**config.mk**
```make
export PLATFORM = sky130hd
export DESIGN_NAME = uart_rx_framer
export DESIGN_NICKNAME = d
export VERILOG_FILES = /design/src/rtl/uart_pkg.sv /design/src/rtl/uart_sync_fifo.sv /design/src/rtl/uart_rx_framer.sv
export SDC_FILE = /design/constraint.sdc
export NUM_CORES = 1
export LEC_CHECK = 0
export BUFFER_PORTS_ARGS = -buffer_cell sky130_fd_sc_hd__buf_2
export CAP_MARGIN = 15
export CORE_MARGIN = 2
export CORE_UTILIZATION = 35
export CTS_BUF_LIST = sky130_fd_sc_hd__clkbuf_4
export DETAILED_ROUTE_END_ITERATION = 10
export GPL_TIMING_DRIVEN = 0
export REMOVE_ABC_BUFFERS = 1
export SYNTH_ARGS = -nofsm -noshare
export SYNTH_HDL_FRONTEND = slang
export SYNTH_SLANG_ARGS = --single-unit
export TNS_END_PERCENT = 5
```
**constraint.sdc**
```tcl
create_clock -name clk -period 3.3 [get_ports clk]
set_input_delay 0.165 -clock clk [delete_from_list [all_inputs] [get_ports clk]]
set_output_delay 0.165 -clock clk [all_outputs]
set_load 0.01 [all_outputs]
```
**src/rtl/uart_pkg.sv**
```systemverilog
// Shared constants and types for the UART receive path.
package uart_pkg;

    // Parity selection encoding.
    localparam int unsigned PARITY_NONE = 0;
    localparam int unsigned PARITY_ODD  = 1;
    localparam int unsigned PARITY_EVEN = 2;

    // Receiver FSM state encoding.
    typedef enum logic [2:0] {
        StIdle,
        StStart,
        StData,
        StPar,
        StStop
    } rx_state_e;

    // Clocks per 16x oversample tick, rounded to nearest.
    function automatic int unsigned osr_div(input int unsigned clk_hz, input int unsigned baud);
        return (clk_hz + baud * 8) / (baud * 16);
    endfunction

endpackage

```
**src/rtl/uart_sync_fifo.sv**
```systemverilog
// Single-clock FIFO; drops new data when full unless a pop frees a slot in the same cycle.
module uart_sync_fifo #(
    parameter int unsigned WIDTH = 11,
    parameter int unsigned DEPTH = 4
) (
    input  logic             clk,
    input  logic             rst_n,
    input  logic             push,
    input  logic [WIDTH-1:0] push_data,
    input  logic             pop_req,
    output logic [WIDTH-1:0] head,
    output logic             valid,
    output logic             dropped
);
    localparam int unsigned PtrW = (DEPTH > 1) ? $clog2(DEPTH) : 1;
    localparam int unsigned CntW = $clog2(DEPTH + 1);
    localparam logic [CntW-1:0] FullCnt = CntW'(DEPTH);

    logic [WIDTH-1:0] mem_q [DEPTH];
    logic [PtrW-1:0]  wr_ptr_q, rd_ptr_q;
    logic [CntW-1:0]  count_q;
    logic             dropped_q;
    logic             empty, full, do_pop, do_push;

    // Handshake decode: a pop while full makes room for a same-cycle push
    always_comb begin
        empty   = (count_q == '0);
        full    = (count_q == FullCnt);
        do_pop  = pop_req && !empty;
        do_push = push && (!full || do_pop);
    end

    // Pointers and occupancy; pointers wrap modulo DEPTH as DEPTH is a power of two
    always_ff @(posedge clk or negedge rst_n) begin
        if (!rst_n) begin
            wr_ptr_q  <= '0;
            rd_ptr_q  <= '0;
            count_q   <= '0;
            dropped_q <= 1'b0;
        end else begin
            if (do_push) wr_ptr_q <= wr_ptr_q + 1'b1;
            if (do_pop)  rd_ptr_q <= rd_ptr_q + 1'b1;
            if (do_push && !do_pop) begin
                count_q <= count_q + 1'b1;
            end else if (do_pop && !do_push) begin
                count_q <= count_q - 1'b1;
            end
            dropped_q <= push && !do_push;
        end
    end

    // Storage is not reset; the head is masked while empty
    always_ff @(posedge clk) begin
        if (do_push) mem_q[wr_ptr_q] <= push_data;
    end

    // Head presentation, zero when empty
    always_comb begin
        valid   = !empty;
        head    = empty ? '0 : mem_q[rd_ptr_q];
        dropped = dropped_q;
    end

endmodule

```
**src/rtl/uart_rx_framer.sv**
```systemverilog
// UART receiver: synchroniser, 16x oversampling framer with majority vote, and result FIFO.
module uart_rx_framer
    import uart_pkg::*;
#(
    parameter int unsigned CLK_HZ     = 25_000_000,
    parameter int unsigned BAUD       = 115200,
    parameter int unsigned DATA_BITS  = 8,
    parameter int unsigned PARITY     = PARITY_NONE,
    parameter int unsigned STOP_BITS  = 1,
    parameter int unsigned FIFO_DEPTH = 4
) (
    input  logic       clk,
    input  logic       rst_n,
    input  logic       uart_rx,
    output logic [8:0] rx_data,
    output logic       rx_perr,
    output logic       rx_ferr,
    output logic       rx_valid,
    input  logic       rx_ready,
    output logic       overrun,
    output logic       busy
);
    localparam int unsigned DivRaw = osr_div(CLK_HZ, BAUD);
    localparam int unsigned DIV    = (DivRaw == 0) ? 1 : DivRaw;
    localparam int unsigned DivW   = (DIV > 1) ? $clog2(DIV) : 1;
    localparam logic [DivW-1:0] DivLast = DivW'(DIV - 1);
    localparam int unsigned FrameW = 11;

    rx_state_e state_q, state_d;

    logic [1:0]           sync_q;
    logic                 rx_s, rx_prev_q;
    logic [DivW-1:0]      div_cnt_q, div_cnt_d;
    logic [3:0]           os_cnt_q, os_cnt_d;
    logic [3:0]           bit_cnt_q, bit_cnt_d;
    logic [1:0]           vote_q, vote_d;
    logic [DATA_BITS-1:0] shift_q, shift_d;
    logic                 par_q, par_d;
    logic                 ferr_q, ferr_d;
    logic                 wait_high_q, wait_high_d;

    logic              tick, mid_tick, bit_end, vote, last_data, last_stop, start_edge;
    logic              push, parity_err, frame_ferr;
    logic [8:0]        data_ext;
    logic [FrameW-1:0] frame, head;

    assign rx_s = sync_q[1];

    // Two-flop synchroniser plus edge-history flop, all idle-high at reset
    always_ff @(posedge clk or negedge rst_n) begin
        if (!rst_n) begin
            sync_q    <= 2'b11;
            rx_prev_q <= 1'b1;
        end else begin
            sync_q    <= {sync_q[0], uart_rx};
            rx_prev_q <= rx_s;
        end
    end

    // Tick, vote and bit-position decode
    always_comb begin
        tick       = (div_cnt_q == DivLast);
        mid_tick   = tick && (os_cnt_q == 4'd9);
        bit_end    = tick && (os_cnt_q == 4'd15);
        vote       = (vote_q[0] & vote_q[1]) | (vote_q[0] & rx_s) | (vote_q[1] & rx_s);
        last_data  = (bit_cnt_q == 4'(DATA_BITS - 1));
        last_stop  = (bit_cnt_q == 4'(STOP_BITS - 1));
        start_edge = (state_q == StIdle) && !wait_high_q && rx_prev_q && !rx_s;
    end

    // FSM state register
    always_ff @(posedge clk or negedge rst_n) begin
        if (!rst_n) state_q <= StIdle;
        else        state_q <= state_d;
    end

    // FSM next-state; STOP returns to IDLE at the final stop-bit vote
    always_comb begin
        state_d = state_q;
        unique case (state_q)
            StIdle:  if (start_edge) state_d = StStart;
            StStart: begin
                if (mid_tick && vote) state_d = StIdle;
                else if (bit_end)     state_d = StData;
            end
            StData: begin
                if (bit_end && last_data) begin
                    state_d = (PARITY == PARITY_NONE) ? StStop : StPar;
                end
            end
            StPar:   if (bit_end) state_d = StStop;
            StStop:  if (mid_tick && last_stop) state_d = StIdle;
            default: state_d = StIdle;
        endcase
    end

    // FSM outputs and the frame word pushed at the final stop vote
    always_comb begin
        busy     = (state_q != StIdle);
        push     = (state_q == StStop) && mid_tick && last_stop;
        data_ext = '0;
        data_ext[DATA_BITS-1:0] = shift_q;
        parity_err = 1'b0;
        if (PARITY != PARITY_NONE) begin
            parity_err = (^shift_q ^ par_q) != (PARITY == PARITY_ODD);
        end
        frame_ferr = ferr_q | ~vote;
        frame      = {parity_err, frame_ferr, data_ext};
    end

    // Datapath next-state: counters restart on an accepted start edge
    always_comb begin
        div_cnt_d   = tick ? '0 : div_cnt_q + 1'b1;
        os_cnt_d    = tick ? os_cnt_q + 4'd1 : os_cnt_q;
        bit_cnt_d   = bit_cnt_q;
        vote_d      = vote_q;
        shift_d     = shift_q;
        par_d       = par_q;
        ferr_d      = ferr_q;
        wait_high_d = wait_high_q;
        if (tick && os_cnt_q == 4'd7) vote_d[0] = rx_s;
        if (tick && os_cnt_q == 4'd8) vote_d[1] = rx_s;
        if (rx_s) wait_high_d = 1'b0;
        if (start_edge) begin
            div_cnt_d = '0;
            os_cnt_d  = '0;
            bit_cnt_d = '0;
            ferr_d    = 1'b0;
        end
        if (mid_tick) begin
            case (state_q)
                StData:  shift_d = {vote, shift_q[DATA_BITS-1:1]};
                StPar:   par_d = vote;
                StStop:  if (!vote) ferr_d = 1'b1;
                default: ;
            endcase
        end
        if (bit_end) begin
            case (state_q)
                StData:  bit_cnt_d = last_data ? 4'd0 : bit_cnt_q + 4'd1;
                StStop:  bit_cnt_d = bit_cnt_q + 4'd1;
                default: ;
            endcase
        end
        // A broken frame (line possibly in break) must see idle before re-arming
        if (push && frame_ferr) wait_high_d = 1'b1;
    end

    // Datapath registers; wait_high resets set so a low line at release is not a start
    always_ff @(posedge clk or negedge rst_n) begin
        if (!rst_n) begin
            div_cnt_q   <= '0;
            os_cnt_q    <= '0;
            bit_cnt_q   <= '0;
            vote_q      <= 2'b11;
            shift_q     <= '0;
            par_q       <= 1'b0;
            ferr_q      <= 1'b0;
            wait_high_q <= 1'b1;
        end else begin
            div_cnt_q   <= div_cnt_d;
            os_cnt_q    <= os_cnt_d;
            bit_cnt_q   <= bit_cnt_d;
            vote_q      <= vote_d;
            shift_q     <= shift_d;
            par_q       <= par_d;
            ferr_q      <= ferr_d;
            wait_high_q <= wait_high_d;
        end
    end

    uart_sync_fifo #(
        .WIDTH (FrameW),
        .DEPTH (FIFO_DEPTH)
    ) u_fifo (
        .clk       (clk),
        .rst_n     (rst_n),
        .push      (push),
        .push_data (frame),
        .pop_req   (rx_ready),
        .head      (head),
        .valid     (rx_valid),
        .dropped   (overrun)
    );

    assign rx_perr = head[10];
    assign rx_ferr = head[9];
    assign rx_data = head[8:0];

endmodule

```
==> results of run 1 <==
[per-layer routing]
| layer | up-vias | global-route usage |
|---|---|---|
| met4 | 0 | 0.03161 |
| met1 | 843 | 0.1375 |
| met3 | 8 | 0.04526 |
| li1 | 838 | - |
| met5 | - | 0 |
| met2 | 27 | 0.1802 |
[state kept, by name, indices dropped and copies added (netlist names), 3 cells and up]
signal          cells
u_fifo.mem_q       36
shift_q             8
bit_cnt_q           4
div_cnt_q           4
os_cnt_q            4
state_q             3
u_fifo.count_q      3
[metrics by stage]
step / worst slack, ps / cells / hold WS (ps) / util
detailed placement: 478.5 / 339 / 271.6 / 0.3760
finish: 445.0 / 357 / 40.12 / 0.3940
floorplan: 899.4 / 213 / -130.6 / -
global placement: 508.5 / 339 / 271.1 / 0.3760
CTS: 435.4 / 357 / 20.06 / 0.3940
global route: 117.4 / 357 / 16.92 / 0.3940
[path summary, 6_finish.rpt]
check                                     end  cells after the start          from  slack (ps)
max                         u_fifo.count_q[2]                     11  div_cnt_q[1]         440
min                        u_fifo.rd_ptr_q[1]                      3      rx_ready          40
max reg2reg                 u_fifo.count_q[2]                     11  div_cnt_q[1]         440
min reg2reg                         sync_q[1]                      0     sync_q[0]         360
max in group asynchronous          shift_q[6]                      2         rst_n        2360
min in group asynchronous          shift_q[2]                      2         rst_n         390
[Yosys cell counts (all sizes together), types with 2 or more instances]
cell type	count
a21oi	3
and2	13
and3	2
and3b	2
buf	5
clkbuf	2
dfrtp	32
dfstp	6
edfxtp	36
ha	12
inv	10
mux2	14
mux4	9
nand2	11
nand2b	4
nand3	7
nand4	2
nand4b	2
nor2	11
nor3	3
nor3b	3
nor4	2
or3	2
xnor2	6
xor2	5
[tightest hold or removal path, stage by stage]
cell and delay (ps):
buf_2 110, nand3_1 90, xnor2_1 60
[repair_timing]
action                                 CTS  global route
buffers inserted                         0             0
endpoints found under the hold margin   33             0
hold buffers                             2             0
[cells in the final DEF (no fill, tap or decap), types with 2 or more instances in the layout]
| cell type | n |
|---|---|
| and3b_1 | 2 |
| inv_6 | 2 |
| xnor2_1 | 6 |
| nor3b_1 | 3 |
| mux2_2 | 14 |
| buf_2 | 15 |
| clkbuf_4 | 9 |
| conb_1 | 2 |
| nand4_1 | 2 |
| inv_1 | 10 |
| nand2b_1 | 4 |
| dlygate4sd3_1 | 2 |
| nor2_1 | 11 |
| nand4b_1 | 2 |
| dfstp_2 | 6 |
| nand3_1 | 7 |
| edfxtp_1 | 36 |
| nand2_1 | 11 |
| a21oi_1 | 3 |
| and3_1 | 2 |
| dfrtp_1 | 32 |
| clkinvlp_4 | 2 |
| nor3_1 | 2 |
| and2_1 | 13 |
| xor2_1 | 5 |
| mux4_2 | 9 |
| ha_1 | 12 |
[where the power goes]
group          total (mW)  internal (mW)  switching, mW
registers            1.16           1.03          0.130
logic               0.291          0.159          0.131
clock network       0.573          0.236          0.337
[cells by family after synthesis]
group,Yosys count,synth area share
flip-flops,74,0.6274
AND/OR/NAND/NOR,67,0.1228
multiplexers,24,0.1139
buffers and inverters,17,0.02502
adder cells (fa/ha/maj),14,0.05543
AO/OA/AOI/OAI,11,0.02464
XOR/XNOR,11,0.02964
other,1,0.001154
[final cells by class]
type | instances | area, um^2 | area share
clock buffers | 9 | 67.56 | 0.01883
clock inverters | 7 | 76.32 | 0.02127
inverters | 10 | 37.54 | 0.01046
multi-input cells | 129 | 1134 | 0.3159
flip-flops and latches | 74 | 2039 | 0.5683
well taps | 111 | 138.9 | 0.03870
repair buffers | 17 | 95.09 | 0.02650
==> summary.txt, run 1 <==
status: completed
Design Area, Final: 3588 um^2
Clk Latency, worst-skew pair: 420 ps
via count: 1716
met1 WL: 2352 um
final max-slew violation count: 0
Worst Setup Start Kind: flip-flop
Post-Syn Area: 3251 um^2
Worst Max-Slew Pin Slew: 865.9 ps
Tot GR Track Use: 0.1111
max cap viols: 0
CP top delay family: simple AND/OR/NAND/NOR gates
RSZ-0062 raised after global routing: false
RD Place Congestion: 0.7638
Top FF cell, synth: edfxtp_1
GRT Residual Overflow: 0
CP bufs+invs: 2
Peak supply drop: 193.2 uV
synth warn: 0
Max Used Layer: met4
CP max FO: 10
slowest stage cell, crit path: dfrtp_1
Die W: 100.4 um
CTS resizes: 0
core region area: 9109 um^2
critical path data arrival time: 3200 ps
number of I/O port buffers: 15
CTS H-tree depth: 3
Netlist cell types: 45
crit end category: flip-flop
number of core rows: 35
DRC: 0
via-per-instance ratio: 4.807
post-route ant nets: 0
Worst-path clk slew: 120 ps
#FFs+latches synth: 74
Fin. Hold Viols: 0
WP data required: 3650 ps
die height: 100.4 um
Root Buffer: clkbuf_4
maximum clock rate: 350.3 MHz
CTS max path bufs: 2
CP cell instances: inv_1, ha_1, and3_1, nand4_1, nor2_1, ha_1, inv_1, fa_1, xor2_1, nor2_1, xor2_1
die area: 10070 um^2
Post-synth EDFFs: 36
I/O pins: 18
Layout Nets: 258
register area share after synthesis: 0.6274
Detailed Place HPWL: 3349 um
initial antenna violation count: 0
Cells after Synth: 219
Power, Total: 2.027 mW
Worst slew margin: 0.4228
DRT Pass-1 Iters: 4
Max stage delay on crit path: 410 ps
metal3 WL: 197 um
drt first-iter violations: 93
worst clock skew: 22.63 ps
Num CTS Buffers: 9
first-pass GRT wire length: 8514 um
# clock sinks: 74
Initial Util: 0.3569
DR WL met2: 2508 um
setup TNS: 0 ps
ys async rst share: 0.5135
vias in the first global route: 1683
Pwr Density: 565.0 nW/um^2
dominant cell type by area after synthesis: edfxtp_1
period utilisation layout: 0.8652
post-synthesis average cell area: 14.84 um^2
diode count: 0
Synth area leaders: edfxtp_1 33%, dfrtp_1 25%, mux4_2 6.2%, dfstp_2 4.8%, mux2_2 4.8%
worst setup path category: flip-flop to flip-flop
min-delay worst type: input pin to flip-flop
Yosys top cell area share: 0.3326
CTS tree: done
fraction of final layout cells sized beyond drive strength 1: 0.2683
final WL: 5106 um
Tmin final: 2855 ps
# setup viols final: 0
fillcell total: 860
Area growth syn-to-layout: 10.39%
Leakage: 1.456 nW
per-cell routed wire length: 14.30 um
pin count of the biggest net entering global routing: 39
Area after DPL: 3425 um^2
Power figures use the tool's default switching activity.
==> run 2: changes to the inputs <==
--- a/config.mk
+++ b/config.mk
@@ -5,7 +5,7 @@
 export SDC_FILE = /design/constraint.sdc
 export NUM_CORES = 1
 export LEC_CHECK = 0
-export BUFFER_PORTS_ARGS = -buffer_cell sky130_fd_sc_hd__buf_2
+export BUFFER_PORTS_ARGS = -buffer_cell sky130_fd_sc_hd__buf_4
 export CAP_MARGIN = 15
 export CORE_MARGIN = 2
 export CORE_UTILIZATION = 35
==> run 2 against run 1 <==
Compared with the run above:
- wire length down 0.84%
- power fell by 1.2%
- sequential power barely moved
- non-clock buffer count stayed put
- critical path depth stayed put
- final cell count down 0.28%
- clock skew shrank 13 ps
- register-to-register slack improved by 20 ps
- flip-flop and latch count did not move
- sequential share of layout area decreased by 0.39 points
- critical path type unchanged
- largest power group unchanged
==> summary.txt, run 2 (synthesized netlist as in run 1, its figures left out) <==
max reg flops: 36
worst setup path category: flip-flop to flip-flop
setup slack after layout: 462.6 ps
Worst slew margin: 0.4996
final WL: 5063 um
Leakage: 1.463 nW
DRC: 0
Detailed Place HPWL: 3352 um
CTS tree: done
crit end category: flip-flop
hold buffer count at CTS: 2
multi-input logic area: 1134 um^2
R2R cell count: 11
initial antenna violation count: 0
Post CTS Setup Buffer Count: 0
fillcell total: 860
Worst Setup Start Kind: flip-flop
CP max FO: 10
Placed Cells incl. Taps: 339
RD Place Congestion: 0.7737
FF-to-FF End: u_fifo.count_q[2]
min-delay worst type: input pin to flip-flop
Die W: 100.4 um
Place WS: 445.7 ps
CP bufs+invs: 2
CP cell instances: inv_1, ha_1, and3_1, nand4_1, nor2_1, ha_1, inv_1, fa_1, xor2_1, nor2_1, xor2_1
Clk Latency, worst-skew pair: 410 ps
period utilisation layout: 0.8598
Peak supply drop: 185.8 uV
Worst Max-Slew Pin Slew: 744.4 ps
maximum clock rate: 352.4 MHz
Root Buffer: clkbuf_4
via-per-instance ratio: 4.843
Worst-path clk slew: 110 ps
R2R Setup Slk: 460 ps
setup TNS: 0 ps
Pwr Density: 554.4 nW/um^2
fin cells: 356
Core Util, Final: 0.3967
die height: 100.4 um
Top Registers: u_fifo.mem_q: 36 flops, shift_q: 8 flops
DRT Pass-1 Iters: 4
Initial Util: 0.3569
max cap viols: 0
status: completed
Max stage delay on crit path: 410 ps
CTS resizes: 0
CP top delay family: simple AND/OR/NAND/NOR gates
CTS H-tree depth: 3
WP data required: 3640 ps
first-pass GRT wire length: 8376 um
slowest stage cell, crit path: dfrtp_1
post-route ant nets: 0
pin count of the biggest net entering global routing: 39
hold path cells: 3
CTS max path bufs: 2
Worst Hold End: u_fifo.dropped
Layout Nets: 258
R2R Path Start: div_cnt_q[1]
most frequent cells in the layout: 36 x edfxtp_1, 32 x dfrtp_1, 15 x buf_4
# setup viols final: 0
worst hold start: rx_ready
RSZ-0062 raised after global routing: false
Fin. Hold Viols: 0
via count: 1724
fraction of final layout cells sized beyond drive strength 1: 0.2653
final max-slew violation count: 0
Area growth syn-to-layout: 11.16%
register with the highest flop count: u_fifo.mem_q
critical path data arrival time: 3180 ps
die area: 10070 um^2
I/O pins: 18
vias in the first global route: 1651
core region area: 9109 um^2
Reg area: 2039 um^2
Tot GR Track Use: 0.1103
worst clock skew: 9.520 ps
drt first-iter violations: 61
GRT Residual Overflow: 0
# clock sinks: 74
number of core rows: 35
commonest non-fill, non-tap cell in the layout: edfxtp_1
number of I/O port buffers: 15
Num CTS Buffers: 9
Tmin final: 2837 ps
per-cell routed wire length: 14.22 um
diode count: 0
## run 2: cell count changes in the layout (fill, tap and decap cells not counted)
cell	delta
clkinvlp_4	-1
clkinv_2	+1
clkbuf_4	+1
buf_4	+15
inv_6	-2
buf_2	-15
## run 2: final cells by class
cell class              count  share of cell area
repair buffers             17             0.03670
well taps                 111             0.03843
clock inverters             5             0.01558
inverters                  10             0.01039
clock buffers              10             0.02078
multi-input cells         129              0.3137
flip-flops and latches     74              0.5644
## run 2: worst max path at each step
stage | startpoint | endpoint | slack [ps] | cells past startpoint
finish | div_cnt_q[1] | u_fifo.count_q[2] | 460 | 11
global route | div_cnt_q[1] | u_fifo.count_q[2] | 200 | 11
CTS | div_cnt_q[1] | u_fifo.count_q[2] | 410 | 11
detailed placement | div_cnt_q[1] | u_fifo.count_q[2] | 450 | 11
global placement | div_cnt_q[1] | u_fifo.count_q[2] | 470 | 11
floorplan | div_cnt_q[1] | u_fifo.count_q[2] | 900 | 11
## run 2: per-layer routing
layer / global-route usage / part of all wire
met1: 0.1337 / 0.45
met2: 0.1828 / 0.51
met3: 0.03760 / 0.035
met4: 0.04110 / 0.014
met5: 0 / 0
## run 2: worst register-to-register path: stages, from the launching register on
cell,delay (ps)
dfrtp_1,410
inv_1,60
ha_1,140
and3_1,380
nand4_1,250
nor2_1,410
ha_1,260
inv_1,60
fa_1,380
xor2_1,150
nor2_1,130
xor2_1,150
## run 2: per-stage QoR
stage	area, um^2	total power, mW	hold slack, ps
after global routing	3613	2.130	40.99
after global placement	3462	1.485	169.1
after floorplan	3211	1.381	-130.6
after CTS	3613	2.043	17.74
final	3613	2.003	56.35
after detailed placement	3462	1.497	170.9
## run 2: power breakdown
part	internal (mW)	total [mW]	switching [mW]
clock	0.234	0.540	0.305
sequential	1.03	1.17	0.131
combinational	0.169	0.299	0.130
total	1.44	2.00	0.567
